==> src/rtl/fp_add_sequencer_pkg.sv <==
// fp_add_sequencer_pkg: float type, sequencer states and operand classification
package fp_add_sequencer_pkg;
  typedef struct packed {
    logic        sign;
    logic [7:0]  exp;
    logic [22:0] frac;
  } float;
  localparam float QNAN = 32'h7FC00000;
  typedef enum logic [2:0] {IDLE, DISPATCH, ARM, WAIT, OUT} seq_state_t;
  typedef enum logic [1:0] {ZERO, NORMAL, INF, NAN} fp_class_t;
  // Denormals fold into ZERO: the core only handles normal, finite operands.
  function automatic fp_class_t fp_classify(float f);
    return f.exp == 8'd0 ? ZERO : f.exp != 8'hFF ? NORMAL : f.frac == '0 ? INF : NAN;
  endfunction
endpackage

==> src/rtl/fp_operand_fifo.sv <==
// fp_operand_fifo: count-based circular buffer of operand pairs
module fp_operand_fifo #(
  parameter int DEPTH = 4,
  parameter int W = 64
) (
  input  logic         Clock,
  input  logic         Reset,
  input  logic         push_i,
  input  logic         pop_i,
  input  logic [W-1:0] data_i,
  output logic [W-1:0] data_o,
  output logic         empty_o,
  output logic         full_o
);
  localparam int AW = $clog2(DEPTH);
  logic [W-1:0]  mem_q [DEPTH];
  logic [AW-1:0] wr_q, rd_q;
  logic [AW:0]   cnt_q;
  // storage needs no reset: an entry is only read after it has been counted in
  always_ff @(posedge Clock)
    if (push_i) mem_q[wr_q] <= data_i;
  // pointers wrap on their own at the power-of-two depth; push+pop leaves the count unchanged
  always_ff @(posedge Clock)
    if (Reset) begin
      wr_q  <= '0;
      rd_q  <= '0;
      cnt_q <= '0;
    end else begin
      wr_q  <= wr_q + AW'(push_i);
      rd_q  <= rd_q + AW'(pop_i);
      cnt_q <= cnt_q + (AW+1)'(push_i) - (AW+1)'(pop_i);
    end
  assign data_o  = mem_q[rd_q];
  assign empty_o = cnt_q == '0;
  assign full_o  = cnt_q == (AW+1)'(DEPTH);
endmodule

==> src/rtl/fp_add_sequencer.sv <==
// fp_add_sequencer: queues operand pairs, resolves IEEE special cases locally and runs normal pairs through the adder core
module fp_add_sequencer
  import fp_add_sequencer_pkg::*;
#(
  parameter int DEPTH          = 4,
  parameter int TIMEOUT_CYCLES = 64,
  parameter int CNT_W          = 7
) (
  input  logic Clock,
  input  logic Reset,
  input  float InA,
  input  float InB,
  input  logic InValid,
  output logic InReady,
  output float FpaA,
  output float FpaB,
  output logic FpaGo,
  input  logic FpaReady,
  input  float FpaResult,
  output float OutResult,
  output logic OutValid,
  input  logic OutReady,
  output logic OutZero,
  output logic OutInf,
  output logic OutNan,
  output logic Busy,
  output logic Timeout
);
  seq_state_t       state_q;
  float             op_a_q, op_b_q, res_q, head_a, head_b, core_fix;
  logic             go_q, valid_q, timeout_q, empty, full, pop;
  logic [CNT_W-1:0] wd_q;
  function automatic logic is_special(float a, float b);
    return fp_classify(a) != NORMAL || fp_classify(b) != NORMAL;
  endfunction
  // Priority: NaN, opposite infinities, infinity, two zeros, one zero (other operand passes through).
  function automatic float resolve(float a, float b);
    fp_class_t ca = fp_classify(a);
    fp_class_t cb = fp_classify(b);
    return (ca == NAN || cb == NAN || (ca == INF && cb == INF && a.sign != b.sign)) ? QNAN :
           ca == INF ? a : cb == INF ? b :
           (ca == ZERO && cb == ZERO) ? float'({a.sign & b.sign, 31'd0}) :
           ca == ZERO ? b : a;
  endfunction
  assign pop     = state_q == IDLE && !empty;
  assign InReady = !full;
  fp_operand_fifo #(.DEPTH(DEPTH), .W(64)) u_fifo (
    .Clock  (Clock),
    .Reset  (Reset),
    .push_i (InValid && !full),
    .pop_i  (pop),
    .data_i ({InA, InB}),
    .data_o ({head_a, head_b}),
    .empty_o(empty),
    .full_o (full)
  );
  // core overflow reports exp==255 with junk fraction; squash it to a signed infinity
  assign core_fix = {FpaResult.sign, FpaResult.exp, FpaResult.exp == 8'hFF ? 23'd0 : FpaResult.frac};
  // sequencer: Go is raised on the pop edge so it coincides with the operand registers in DISPATCH
  always_ff @(posedge Clock)
    if (Reset) begin
      state_q   <= IDLE;
      op_a_q    <= '0;
      op_b_q    <= '0;
      res_q     <= '0;
      go_q      <= 1'b0;
      valid_q   <= 1'b0;
      timeout_q <= 1'b0;
      wd_q      <= '0;
    end else begin
      go_q <= 1'b0;
      case (state_q)
        IDLE: if (!empty) begin
          op_a_q  <= head_a;
          op_b_q  <= head_b;
          go_q    <= !is_special(head_a, head_b);
          state_q <= DISPATCH;
        end
        DISPATCH: if (is_special(op_a_q, op_b_q)) begin
          res_q   <= resolve(op_a_q, op_b_q);
          valid_q <= 1'b1;
          state_q <= OUT;
        end else state_q <= ARM;
        ARM: begin
          wd_q    <= '0;
          state_q <= WAIT;
        end
        WAIT: if (FpaReady) begin
          res_q   <= core_fix;
          valid_q <= 1'b1;
          state_q <= OUT;
        end else if (wd_q == CNT_W'(TIMEOUT_CYCLES - 1)) begin
          res_q     <= QNAN;
          timeout_q <= 1'b1;
          valid_q   <= 1'b1;
          state_q   <= OUT;
        end else wd_q <= wd_q + CNT_W'(1);
        OUT: if (OutReady) begin
          valid_q <= 1'b0;
          state_q <= IDLE;
        end
        default: state_q <= IDLE;
      endcase
    end
  assign FpaA      = op_a_q;
  assign FpaB      = op_b_q;
  assign FpaGo     = go_q;
  assign OutResult = res_q;
  assign OutValid  = valid_q;
  assign Timeout   = timeout_q;
  assign Busy      = state_q != IDLE || !empty;
  assign OutZero   = valid_q && res_q.exp == 8'd0;
  assign OutInf    = valid_q && res_q.exp == 8'hFF && res_q.frac == '0;
  assign OutNan    = valid_q && res_q.exp == 8'hFF && res_q.frac != '0;
endmodule

==> config.mk <==
export PLATFORM = sky130hd
export DESIGN_NAME = fp_add_sequencer
export DESIGN_NICKNAME = d
export VERILOG_FILES = /design/src/rtl/fp_add_sequencer_pkg.sv /design/src/rtl/fp_operand_fifo.sv /design/src/rtl/fp_add_sequencer.sv
export SDC_FILE = /design/constraint.sdc
export NUM_CORES = 1
export LEC_CHECK = 0
export ABC_AREA = 0
export CAP_MARGIN = 40
export CORE_MARGIN = 1.5
export CORE_UTILIZATION = 51
export CTS_BUF_LIST = sky130_fd_sc_hd__clkbuf_4
export DETAILED_ROUTE_END_ITERATION = 16
export PLACE_DENSITY = 0.88
export SLEW_MARGIN = 20
export SYNTH_ARGS = -nofsm -noshare
export SYNTH_HDL_FRONTEND = slang
export SYNTH_SLANG_ARGS = --single-unit
export TNS_END_PERCENT = 10
==> constraint.sdc <==
create_clock -name Clock -period 6.42 [get_ports Clock]
set_input_delay 1.284 -clock Clock [delete_from_list [all_inputs] [get_ports Clock]]
set_output_delay 1.284 -clock Clock [all_outputs]
set_load 0.01 [all_outputs]
# Word level (Yosys, flattened, before mapping)
# Memory sizes are Yosys's and may differ from the RTL's. A register that Yosys moved wholly into a read port is not among the register bits.
# Cells that the tools add are included.
# classes
addsub	5
eq_ne	27
muxes	39
bitwise	4
reduce_logical	43
# ops
op	n
$mux W32	8
$logic_not A23 Y1	5
$pmux W32 S2	1
$logic_not A8 Y1	5
$ne A8 B8 Y1 const B	4
$mux W23	1
$reduce_bool A23 Y1	1
$mux W2	9
$eq A8 B8 Y1 const B	2
$mux W3	5
$pmux W3 S5	1
$mux W7	2
$pmux W7 S2	1
$reduce_and A3 Y1	4
$mux W1	10
$ne A2 B2 Y1 const B	5
$logic_and A1 B1 Y1	9
$eq A2 B2 Y1 const B	4
$ne A2 B1 Y1 const B	4
$add A7 B1 Y7 const B	1
$eq A7 B6 Y1 const B	1
$eq A3 B2 Y1 const B	2
$eq A3 B3 Y1 const B	2
$logic_not A3 Y1	2
other kinds (17)	29
# word_totals
regBits	116
mem_bits_rw	256
in_bits	101
elab_cells	136
memories	1
# mem_list
memory	words	word_bits	rd	rd_ports_with_merged_regs	wr	line_no	text
u_fifo.mem_q	4	64	1	1	1	fp_operand_fifo.sv:16	logic [W-1:0] mem_q [DEPTH];

# Longest topological paths before layout
# Gate-level depths: netlist (run 1).
# depth
word_depth	12
ltp_mapped	12
ltp_nobuf	11

# Hierarchy
# Synthesis (run 1) repeated with hierarchy kept, for this count alone.
# unflattened
cells_unflattened	1034
hier_area_um2	14709.1
# by_module_without_submodules
mod	n_inst	cells_each	area_per_inst_um2	seq_area_each_um2
fp_operand_fifo	1	366	9648.0	7827.5
fp_add_sequencer	1	668	5061.1	2182.1

# Worst setup path after synthesis (run 1)
# No wires, ideal clock.
# synth_path
path_kind	input to register
startpoint	input port InValid
endpoint	memory u_fifo.mem_q[0][0] (enable)
arrival_ps	5706
t_required_ps	5855
slack_ps	148
cell_stages	2
path_buffers	0
path_cell_list	nand2_1 -> nor3_1
# synth_via
elab_chain_cells	3
# synth_rtl
item	line_no	text
from (decl)	fp_add_sequencer.sv:13	input logic InValid,
$logic_and A1 B1 Y1	fp_add_sequencer.sv:50	.push_i (InValid && !full),
$mux W1	fp_operand_fifo.sv:21	if (push_i) mem_q[wr_q] <= data_i;
$mux W1 (not written as such)	fp_operand_fifo.sv:21	
to (decl)	fp_operand_fifo.sv:16	
# No other way between the ends.

# Worst setup path after layout (run 1)
# layout_path
startpoint	register res_q, in the netlist OutResult[16]
endpoint	output port OutInf
# layout_via
elab_chain_cells	2
# layout_rtl
item	line_no	text
from (decl)	fp_add_sequencer.sv:30	float op_a_q, op_b_q, res_q, head_a, head_b, core_fix;
from (signal assigned)	fp_add_sequencer.sv:80	res_q <= resolve(op_a_q, op_b_q);
from (signal assigned)	fp_add_sequencer.sv:89	res_q <= core_fix;
$logic_not A23 Y1	fp_add_sequencer.sv:113	assign OutInf = valid_q && res_q.exp == 8'hFF && res_q.frac == '0;
$logic_and A1 B1 Y1	fp_add_sequencer.sv:113	
to (decl)	fp_add_sequencer.sv:24	output logic OutInf,
# No other way between the ends.

==> results of run 1 <==
[flip-flops by register name, indices dropped and copies added (netlist names)]
name,count
u_fifo.wr_q,2
state_q,3
FpaA,32
u_fifo.cnt_q,3
OutValid,1
u_fifo.rd_q,2
OutResult,32
wd_q,7
Timeout,1
FpaB,32
u_fifo.mem_q,256
FpaGo,1
[final timing paths]
| kind | startpoint | to | slack (ns) |
|---|---|---|---|
| setup / recovery | OutResult[16]$_SDFFE_PP0P_ | OutInf | 2.45 |
| hold / removal | wd_q[6]$_SDFFE_PP0P_ | wd_q[6]$_SDFFE_PP0P_ | 0.48 |
| setup reg to reg | FpaA[6]$_SDFFE_PP0P_ | OutResult[23]$_SDFFE_PP0P_ | 3.07 |
| hold reg to reg | wd_q[6]$_SDFFE_PP0P_ | wd_q[6]$_SDFFE_PP0P_ | 0.48 |
[cell usage in the layout, fill, tap and decap left out, drive strengths merged, types with 2 or more instances in the layout]
| master | instances |
|---|---|
| o211a | 2 |
| nand3b | 10 |
| xor2 | 4 |
| dfxtp | 116 |
| a21oi | 94 |
| o21ai | 27 |
| diode | 2 |
| edfxtp | 256 |
| clkinv | 24 |
| or4 | 10 |
| nor3 | 6 |
| mux4 | 64 |
| and2 | 4 |
| bufinv | 2 |
| nand3 | 5 |
| nor2 | 59 |
| clkinvlp | 2 |
| clkdlybuf4s50 | 203 |
| nand4 | 14 |
| buf | 22 |
| nor2b | 4 |
| nand2 | 145 |
| o41ai | 8 |
| clkbuf | 135 |
| ha | 6 |
| inv | 11 |
| nor4 | 20 |
| a21boi | 24 |
| and3 | 25 |
| a2111oi | 2 |
| a221oi | 9 |
| xnor2 | 4 |
| a211oi | 23 |
| nor4b | 4 |
[metrics by stage]
stage	utilization	cells	total power [mW]	setup WS, ns
6_report	0.648	1747	8.74	2.45
5_1_grt	0.648	1747	9.17	2.32
4_1_cts	0.647	1745	8.76	2.40
3_5_place_dp	0.605	1578	6.78	2.78
3_3_place_gp	0.601	1572	6.63	2.45
2_1_floorplan	-	1033	5.35	0.148
[cell type report]
class	count	share of cell area
Multi-Input combinational cell	590	0.245
Tap cell	384	0.0259
Clock inverter	32	0.0103
Timing Repair Buffer	225	0.122
Sequential cell	372	0.540
Inverter	7	0.00142
Antenna cell	2	0.000270
Clock buffer	135	0.0547
[cell families (layout without fill, tap and decap cells)]
group                    after synthesis  count (layout)  synth area share
other                                  0               2                 0
adder cells (fa/ha/maj)                7               7           0.00642
XOR/XNOR                               8               8           0.00473
AND/OR/NAND/NOR                      311             311             0.100
buffers and inverters                 71             399            0.0196
multiplexers                          65              65            0.0981
flip-flops                           372             372             0.676
AO/OA/AOI/OAI                        199             199            0.0953
[worst max-delay path, stage by stage, from the launching register on]
cell and delay (ns):
dfxtp_1 0.32, nor4_1 0.32, nand4_1 0.13, nor2_1 0.27, nor4b_1 0.33, clkdlybuf4s50_1 0.60
[power by group through the flow]
| stage | Combinational (mW) | Clock, mW | Sequential, mW |
|---|---|---|---|
| after detailed placement | 3.22 | 0 | 3.56 |
| after global placement | 3.09 | 0 | 3.54 |
| after floorplan | 1.88 | 0 | 3.48 |
| after global routing | 3.49 | 2.12 | 3.56 |
| final | 3.26 | 1.96 | 3.52 |
| after CTS | 3.24 | 2.00 | 3.51 |
[per-layer routing]
layer | global-route usage | up-vias
li1 | - | 4560
met1 | 0.313 | 4842
met2 | 0.393 | 565
met3 | 0.0684 | 85
met4 | 0.105 | 0
met5 | 0 | -
==> reports/results.ini, run 1 <==
[synthesis]
synth-edff-count=256
syn_avg_cell_area_um2=14.3
synth_area_leaders=edfxtp_1, dfxtp_1, mux4_2
syn-cell-area_um2=14800
yosysSeqAreaShare=0.676
ys_ff_latch=372
netlist_instances=1033
synth_ff_type=edfxtp_1
synth.most_common_cell=edfxtp_1
synth_cell_type_count=58
synth_nets=1141
async_flop_share=0
synth_area_leader_cell=edfxtp_1
synthDominantCellAreaShare=0.519
synth_top_cells_by_count=edfxtp_1, nand2_1, dfxtp_1
yosysWarningCount=0

[global_routing]
antenna_found_initial=2
grt_pass1_wl_mm=56.2
grt_pass1_vias=10100
grt_max_degree=67
overflow=0
track_usage=0.245

[clock_tree]
cts_root_buf=clkbuf_4
path_clk_slew_ns=0.06
cts_sinks=372
post_cts_buffers=0
cts_made_buffers=90
ctsResizeCount=0
tritoncts=built
cts_max_path_buffers=3
hold_buffers=0
insertion_delay_ns=0.74
ctsHtreeMaxLevel=3

[layout]
syn_to_final_growth_pct=25.2
design_area_um2=18500
nets=1394
drive_above_1_share=0.209
n_fill_cell=1925
multiInputGateArea_um2=4540
regArea_um2=10000

[power_and_ir_drop]
switching_share=0.369
pwr-share-comb=0.373
power.density_nw_per_um2=472
switchingPower_mw=3.23
clkPwrFrac=0.225
p_int_mw=5.51
power_frac_seq=0.402
p_leak_nw=6.24
vdd_drop_max_v=0.000283

[routing]
first_pass_iters=8
wl_met2_mm=17.6
avgViaCountPerCell=5.75
drt-met1-wl_mm=14.5
post_drt_wl_per_cell_um=21.1
drc_errors=0
vias=10100
top_layer=met4
ant_nets=0
routed_wirelength_mm=36.8
routed-wl-met3_mm=3.62
drt-initial-drc-count=1041

[timing]
slew_violations=0
finalSetupTns_ns=0
slew-limit-headroom=0.439
max_slew.worst_pin.slew_ns=0.842
skew_ns=0.0332
layout_min_cycle_time_ns=3.97
fin_crit_sh=0.618
hold_viol_final=0
finalSetupViolCount=0
rsz0062_at_grt=no
fmax_mhz=252
whs_ns=0.476

[setup_path]
startpoint_type=flip-flop
worstPathRequired_ns=5.14
crit_fanout=3
crit_arrival_ns=2.68
worstSetupEndpointType=output port
ff2ff_path_depth=7
path_class=reg2out

[flow_run]
cap_violations=0

[placement]
port_buffers=204
place_area_um2=17300
dp_hpwl_mm=24.7
globalplace.congestion=0.887

[hold_path]
min_path_type=reg2reg
min_delay_path_depth=2

[die]
die_y_um=173
die_x_um=173
initial_core_util=0.517
die-area_um2=30100
io_pins=205
design.core.area_um2=28600
rows=62

[status]
outcome=completed

(Power assumes the default switching activity.)
==> run 2: changes to the inputs <==
--- a/config.mk
+++ b/config.mk
@@ -8,10 +8,10 @@
 export ABC_AREA = 0
 export CAP_MARGIN = 40
 export CORE_MARGIN = 1.5
-export CORE_UTILIZATION = 51
+export CORE_UTILIZATION = 57
 export CTS_BUF_LIST = sky130_fd_sc_hd__clkbuf_4
 export DETAILED_ROUTE_END_ITERATION = 16
-export PLACE_DENSITY = 0.88
+export PLACE_DENSITY = 0.93
 export SLEW_MARGIN = 20
 export SYNTH_ARGS = -nofsm -noshare
 export SYNTH_HDL_FRONTEND = slang
==> constraint.sdc (replaced) <==
create_clock -name Clock -period 4 [get_ports Clock]
set_input_delay 0.8 -clock Clock [delete_from_list [all_inputs] [get_ports Clock]]
set_output_delay 0.8 -clock Clock [all_outputs]
set_load 0.01 [all_outputs]
==> reports/results.ini, run 2 (same netlist as run 1, synthesis figures left out) <==
[status]
outcome=completed

[timing]
fin_crit_sh=0.875
slew-limit-headroom=0.476  ; +0.0374
slew_violations=0  ; unchanged
max_slew.worst_pin.slew_ns=0.786  ; -0.0562 ns
hold_viol_final=0  ; unchanged
skew_ns=0.0866  ; +0.0534 ns
finalSetupViolCount=0  ; unchanged
rsz0062_at_grt=no
fmax_mhz=286
layout_min_cycle_time_ns=3.50
whs_ns=0.475  ; -0.000687 ns

[layout]
drive_above_1_share=0.209  ; +0.000461
syn_to_final_growth_pct=24.8
final_common_cell=edfxtp_1
nets=1394  ; unchanged
largest_reg_flops=256  ; unchanged
largest-register=u_fifo.mem_q
multiInputGateArea_um2=4550  ; +0.14%
n_fill_cell=1475  ; -23%
regArea_um2=10000  ; unchanged
design_area_um2=18500  ; -0.25%
final_cell_mix=edfxtp_1, clkdlybuf4s50_1, nand2_1

[clock_tree]
ctsHtreeMaxLevel=3  ; unchanged
tritoncts=built
path_clk_slew_ns=0.07  ; about the same
insertion_delay_ns=0.78  ; +0.04 ns
cts_max_path_buffers=3  ; unchanged
post_cts_buffers=0  ; unchanged
ctsResizeCount=0  ; unchanged
hold_buffers=0  ; unchanged
cts_root_buf=clkbuf_4
cts_sinks=372  ; unchanged
cts_made_buffers=88  ; -2.2%

[setup_path]
crit_arrival_ns=2.70  ; +0.02 ns
cp_cell_sequence=nor4_1, nand4_1, nor2_1, nor4b_1, clkdlybuf4s50_1
path_class=reg2out
worstSetupEndpointType=output port
max_stage_delay_ns=0.60  ; about the same
worstPathRequired_ns=3.20  ; -1.94 ns
startpoint_type=flip-flop
r2r_slack_ns=1.01  ; -2.06 ns
crit_path_top_delay_cell=clkdlybuf4s50_1
crit_fanout=3  ; unchanged

[routing]
post_drt_wl_per_cell_um=23.6  ; +12%
drt-initial-drc-count=1363  ; +31%
vias=10400  ; +3.5%
drc_errors=0  ; unchanged
avgViaCountPerCell=6.16  ; +7.0%
routed_wirelength_mm=39.9  ; +8.3%
first_pass_iters=9  ; +1
ant_nets=0  ; unchanged

[global_routing]
antenna_found_initial=3  ; +1
track_usage=0.302  ; +0.0570
overflow=0  ; unchanged
grt_pass1_vias=10600  ; +5.0%
grt_pass1_wl_mm=59.9  ; +6.6%
grt_max_degree=66  ; -1.5%

[die]
die_y_um=164  ; -5.3%
io_pins=205  ; unchanged
die_x_um=164  ; -5.3%
initial_core_util=0.585  ; +0.0674
die-area_um2=27000  ; -10%
design.core.area_um2=25300  ; -12%
rows=58  ; -6.5%

[placement]
dp_hpwl_mm=25.8  ; +4.3%
place_area_um2=17300  ; -0.31%
port_buffers=204  ; unchanged
globalplace.congestion=0.951  ; +7.2%

[power_and_ir_drop]
vdd_drop_max_v=0.000555  ; +96%
power.density_nw_per_um2=765  ; +62%
p_leak_nw=6.24  ; about the same

[flow_run]
cap_violations=0  ; unchanged

[hold_path]
min_path_type=reg2reg

==> run 2: cell count changes in the layout (fill, tap and decap cells not counted), sizes merged <==
cell / previous run / this run
inv: 11 / 8
buf: 22 / 23
clkbuf: 135 / 138
clkinv: 24 / 20
==> run 2: report_power, final <==
group	switching [mW]	leakage, nW	internal (mW)	total, mW
registers	0.791	3.29	4.88	5.67
logic	3.00	2.24	2.29	5.28
clock network	1.49	0.702	1.69	3.18
total	5.28	6.24	8.86	14.1
==> run 2: final timing paths <==
kind | from | end | cells past startpoint
setup / recovery | OutResult[22]$_SDFFE_PP0P_ | OutInf | 5
hold / removal | wd_q[6]$_SDFFE_PP0P_ | wd_q[6]$_SDFFE_PP0P_ | 2
setup reg to reg | FpaA[4]$_SDFFE_PP0P_ | OutResult[28]$_SDFFE_PP0P_ | 6
hold reg to reg | wd_q[6]$_SDFFE_PP0P_ | wd_q[6]$_SDFFE_PP0P_ | 2
==> run 2: critical path: cells and delay by family (launching register included) <==
kind,cells,cell delay (ns)
simple gates,4,1.00
buf+inv,1,0.60
flops,1,0.37
==> run 2: layout make-up <==
cell class | count | area share
multi-input combinational | 590 | 0.246
antenna | 2 | 0.000271
timing repair buffer | 227 | 0.124
tap | 330 | 0.0223
clock inverter | 25 | 0.00853
sequential | 372 | 0.542
inverter | 7 | 0.00142
clock buffer | 137 | 0.0556
==> run 2: metal layers <==
layer	vias to the layer above	part of all wire	global-route usage
li1	4539	-	-
met1	5055	0.36	0.373
met2	687	0.49	0.489
met3	122	0.10	0.0838
met4	2	0.044	0.151
met5	-	0.00033	0
==> run 2: per-stage QoR <==
stage               setup WS [ns]  utilization  TNS, ns  power [mW]  std cells
detailed placement          0.900        0.682        0        10.8       1524
finish                      0.501        0.730        0        14.1       1690
global route                0.338        0.730        0        14.8       1690
global placement            0.953        0.681        0        10.6       1523
CTS                         0.440        0.729        0        14.1       1686
floorplan                  -0.205            -   -26.12        8.58       1033
==> run 3: changes to the inputs <==
--- a/config.mk
+++ b/config.mk
@@ -8,10 +8,10 @@
 export ABC_AREA = 0
 export CAP_MARGIN = 40
 export CORE_MARGIN = 1.5
-export CORE_UTILIZATION = 57
+export CORE_UTILIZATION = 58
 export CTS_BUF_LIST = sky130_fd_sc_hd__clkbuf_4
 export DETAILED_ROUTE_END_ITERATION = 16
-export PLACE_DENSITY = 0.93
+export PLACE_DENSITY = 0.94
 export SLEW_MARGIN = 20
 export SYNTH_ARGS = -nofsm -noshare
 export SYNTH_HDL_FRONTEND = slang
==> constraint.sdc (replaced) <==
create_clock -name Clock -period 4.3 [get_ports Clock]
set_input_delay 0.86 -clock Clock [delete_from_list [all_inputs] [get_ports Clock]]
set_output_delay 0.86 -clock Clock [all_outputs]
set_load 0.01 [all_outputs]
==> reports/results.ini, run 3 (same netlist as run 1, synthesis figures left out) <==
[setup_path]
worstPathRequired_ns=3.44  ; +0.24 ns
critPathBufInv=1  ; unchanged
timing.rr.start=FpaA[6]$_SDFFE_PP0P_
cp_top_family=simple AND/OR/NAND/NOR gates
crit_cells=5  ; unchanged
ff2ff_path_depth=7  ; +1
crit_path_top_delay_cell=clkdlybuf4s50_1
crit_fanout=3  ; unchanged
path_class=reg2out
r2r_slack_ns=1.12  ; +0.11 ns
max_stage_delay_ns=0.59  ; about the same
crit_arrival_ns=2.63  ; -0.07 ns
r2r_end=OutResult[31]$_SDFFE_PP0P_
cp_cell_sequence=nor4_1, nand2_1, nor2_1, nor4b_1, clkdlybuf4s50_1
worstSetupEndpointType=output port
startpoint_type=flip-flop

[status]
outcome=completed

[routing]
first_pass_iters=5  ; -4
drc_errors=0  ; unchanged
avgViaCountPerCell=6.29  ; +2.1%
post_drt_wl_per_cell_um=24.5  ; +3.7%
vias=10600  ; +2.2%
routed_wirelength_mm=41.4  ; +3.8%
ant_nets=0  ; unchanged
drt-initial-drc-count=1442  ; +5.8%

[placement]
port_buffers=204  ; unchanged
dp_hpwl_mm=25.0  ; -2.9%
globalplace.congestion=0.861  ; -9.5%
place_ws_ns=1.02  ; +0.116 ns
place_inst=1521  ; -0.20%

[layout]
nets=1392  ; -0.14%
postLayoutCoreUtil=0.737  ; +0.00703
final_cell_count_no_fill=1691  ; +0.059%
n_fill_cell=1452  ; -1.6%
final_cell_mix=edfxtp_1, clkdlybuf4s50_1, nand2_1
syn_to_final_growth_pct=25.0  ; about the same
largest-register=u_fifo.mem_q
largest_reg_flops=256  ; unchanged
drive_above_1_share=0.210  ; +0.000582
final_common_cell=edfxtp_1

[timing]
slew-limit-headroom=0.458  ; -0.0180
fmax_mhz=287
slew_violations=0  ; unchanged
rsz0062_at_grt=no
hold_viol_final=0  ; unchanged
setup_slack_ns=0.810  ; +0.310 ns
fin_crit_sh=0.812
max_slew.worst_pin.slew_ns=0.812  ; +0.0270 ns
layout_min_cycle_time_ns=3.49
finalSetupViolCount=0  ; unchanged
skew_ns=0.0583  ; -0.0282 ns
finalSetupTns_ns=0  ; unchanged

[die]
die-area_um2=26500  ; -1.7%
die_x_um=163  ; -0.85%
initial_core_util=0.590  ; +0.00507
io_pins=205  ; unchanged
die_y_um=163  ; -0.85%
rows=58  ; unchanged
design.core.area_um2=25100  ; -0.86%

[clock_tree]
ctsResizeCount=0  ; unchanged
cts_max_path_buffers=3  ; unchanged
path_clk_slew_ns=0.06  ; about the same
hold_buffers=0  ; unchanged
ctsHtreeMaxLevel=3  ; unchanged
cts_sinks=372  ; unchanged
insertion_delay_ns=0.75  ; -0.03 ns
tritoncts=built
cts_made_buffers=89  ; +1.1%
cts_root_buf=clkbuf_4
post_cts_buffers=0  ; unchanged

[hold_path]
min_delay_path_depth=2  ; unchanged
min_from=wd_q[6]$_SDFFE_PP0P_
worstHoldEndpoint=wd_q[6]$_SDFFE_PP0P_
min_path_type=reg2reg

[power_and_ir_drop]
vdd_drop_max_v=0.000415  ; -25%
power_frac_seq=0.391  ; -0.010
switching_share=0.377  ; +0.00354
switchingPower_mw=5.07  ; -4.0%
p_int_mw=8.38  ; -5.4%
clkPwrFrac=0.234  ; +0.009
pwr-share-comb=0.375  ; about the same
power.density_nw_per_um2=726  ; -5.0%
p_leak_nw=6.26  ; +0.40%

[flow_run]
cap_violations=0  ; unchanged

[global_routing]
track_usage=0.306  ; +0.00414
overflow=0  ; unchanged
grt_pass1_wl_mm=60.5  ; +1.0%
grt_max_degree=67  ; +1.5%
grt_pass1_vias=10500  ; -0.80%
antenna_found_initial=4  ; +1

==> run 3: cell count changes in the layout (fill, tap and decap cells not counted), sizes merged <==
cell	change
buf	-3
clkinvlp	-2
bufinv	+2
clkbuf	+2
clkinv	+2
==> run 3: worst reg2reg max path, stage by stage, from the launching register on <==
cell and delay, ns:
dfxtp_1 0.34, or4_1 0.54, or4_1 0.64, o211a_4 0.32, a2111oi_4 0.34, buf_4 0.35
o311ai_1 0.25, a311oi_2 0.27
==> run 3: worst max-delay path by stage <==
stage / start / endpoint
floorplan: InValid / u_fifo.mem_q[1][0]$_DFFE_PP_
global placement: FpaReady / OutResult[25]$_SDFFE_PP0P_
detailed placement: FpaReady / OutResult[24]$_SDFFE_PP0P_
CTS: OutResult[2]$_SDFFE_PP0P_ / OutInf
global route: OutResult[18]$_SDFFE_PP0P_ / OutInf
finish: OutResult[2]$_SDFFE_PP0P_ / OutInf
==> run 3: cell type report <==
class,count,area [µm²],area share
multi-input combinational,590,4550,0.246
clock buffer,139,1040,0.0564
timing repair buffer,224,2240,0.121
sequential,372,10000,0.541
tap,330,413,0.0223
inverter,7,26.3,0.00142
clock inverter,27,213,0.0115
antenna,2,5.00,0.000270
==> run 3: per-stage QoR <==
stage	hold WS, ns	area, µm²	power, mW
final	0.469	18500	13.4
after global routing	0.516	18500	14.0
after CTS	0.472	18500	13.3
after detailed placement	0.462	17200	10.1
after global placement	0.455	17200	9.84
after floorplan	0.439	14800	7.98
==> run 3: power by group through the flow <==
stage          Combinational [mW]  Sequential, mW  Clock, mW
3_5_place_dp                 4.74            5.33          0
3_3_place_gp                 4.56            5.28          0
6_report                     5.04            5.26       3.15
4_1_cts                      4.83            5.28       3.15
5_1_grt                      5.34            5.30       3.36
2_1_floorplan                2.80            5.18          0
==> run 3: routing by layer <==
layer	up-vias	wire length, µm	track usage
met5	-	11	0
met4	2	2020	0.151
met3	152	4590	0.0889
met2	801	20100	0.497
met1	5129	14700	0.376
li1	4547	-	-
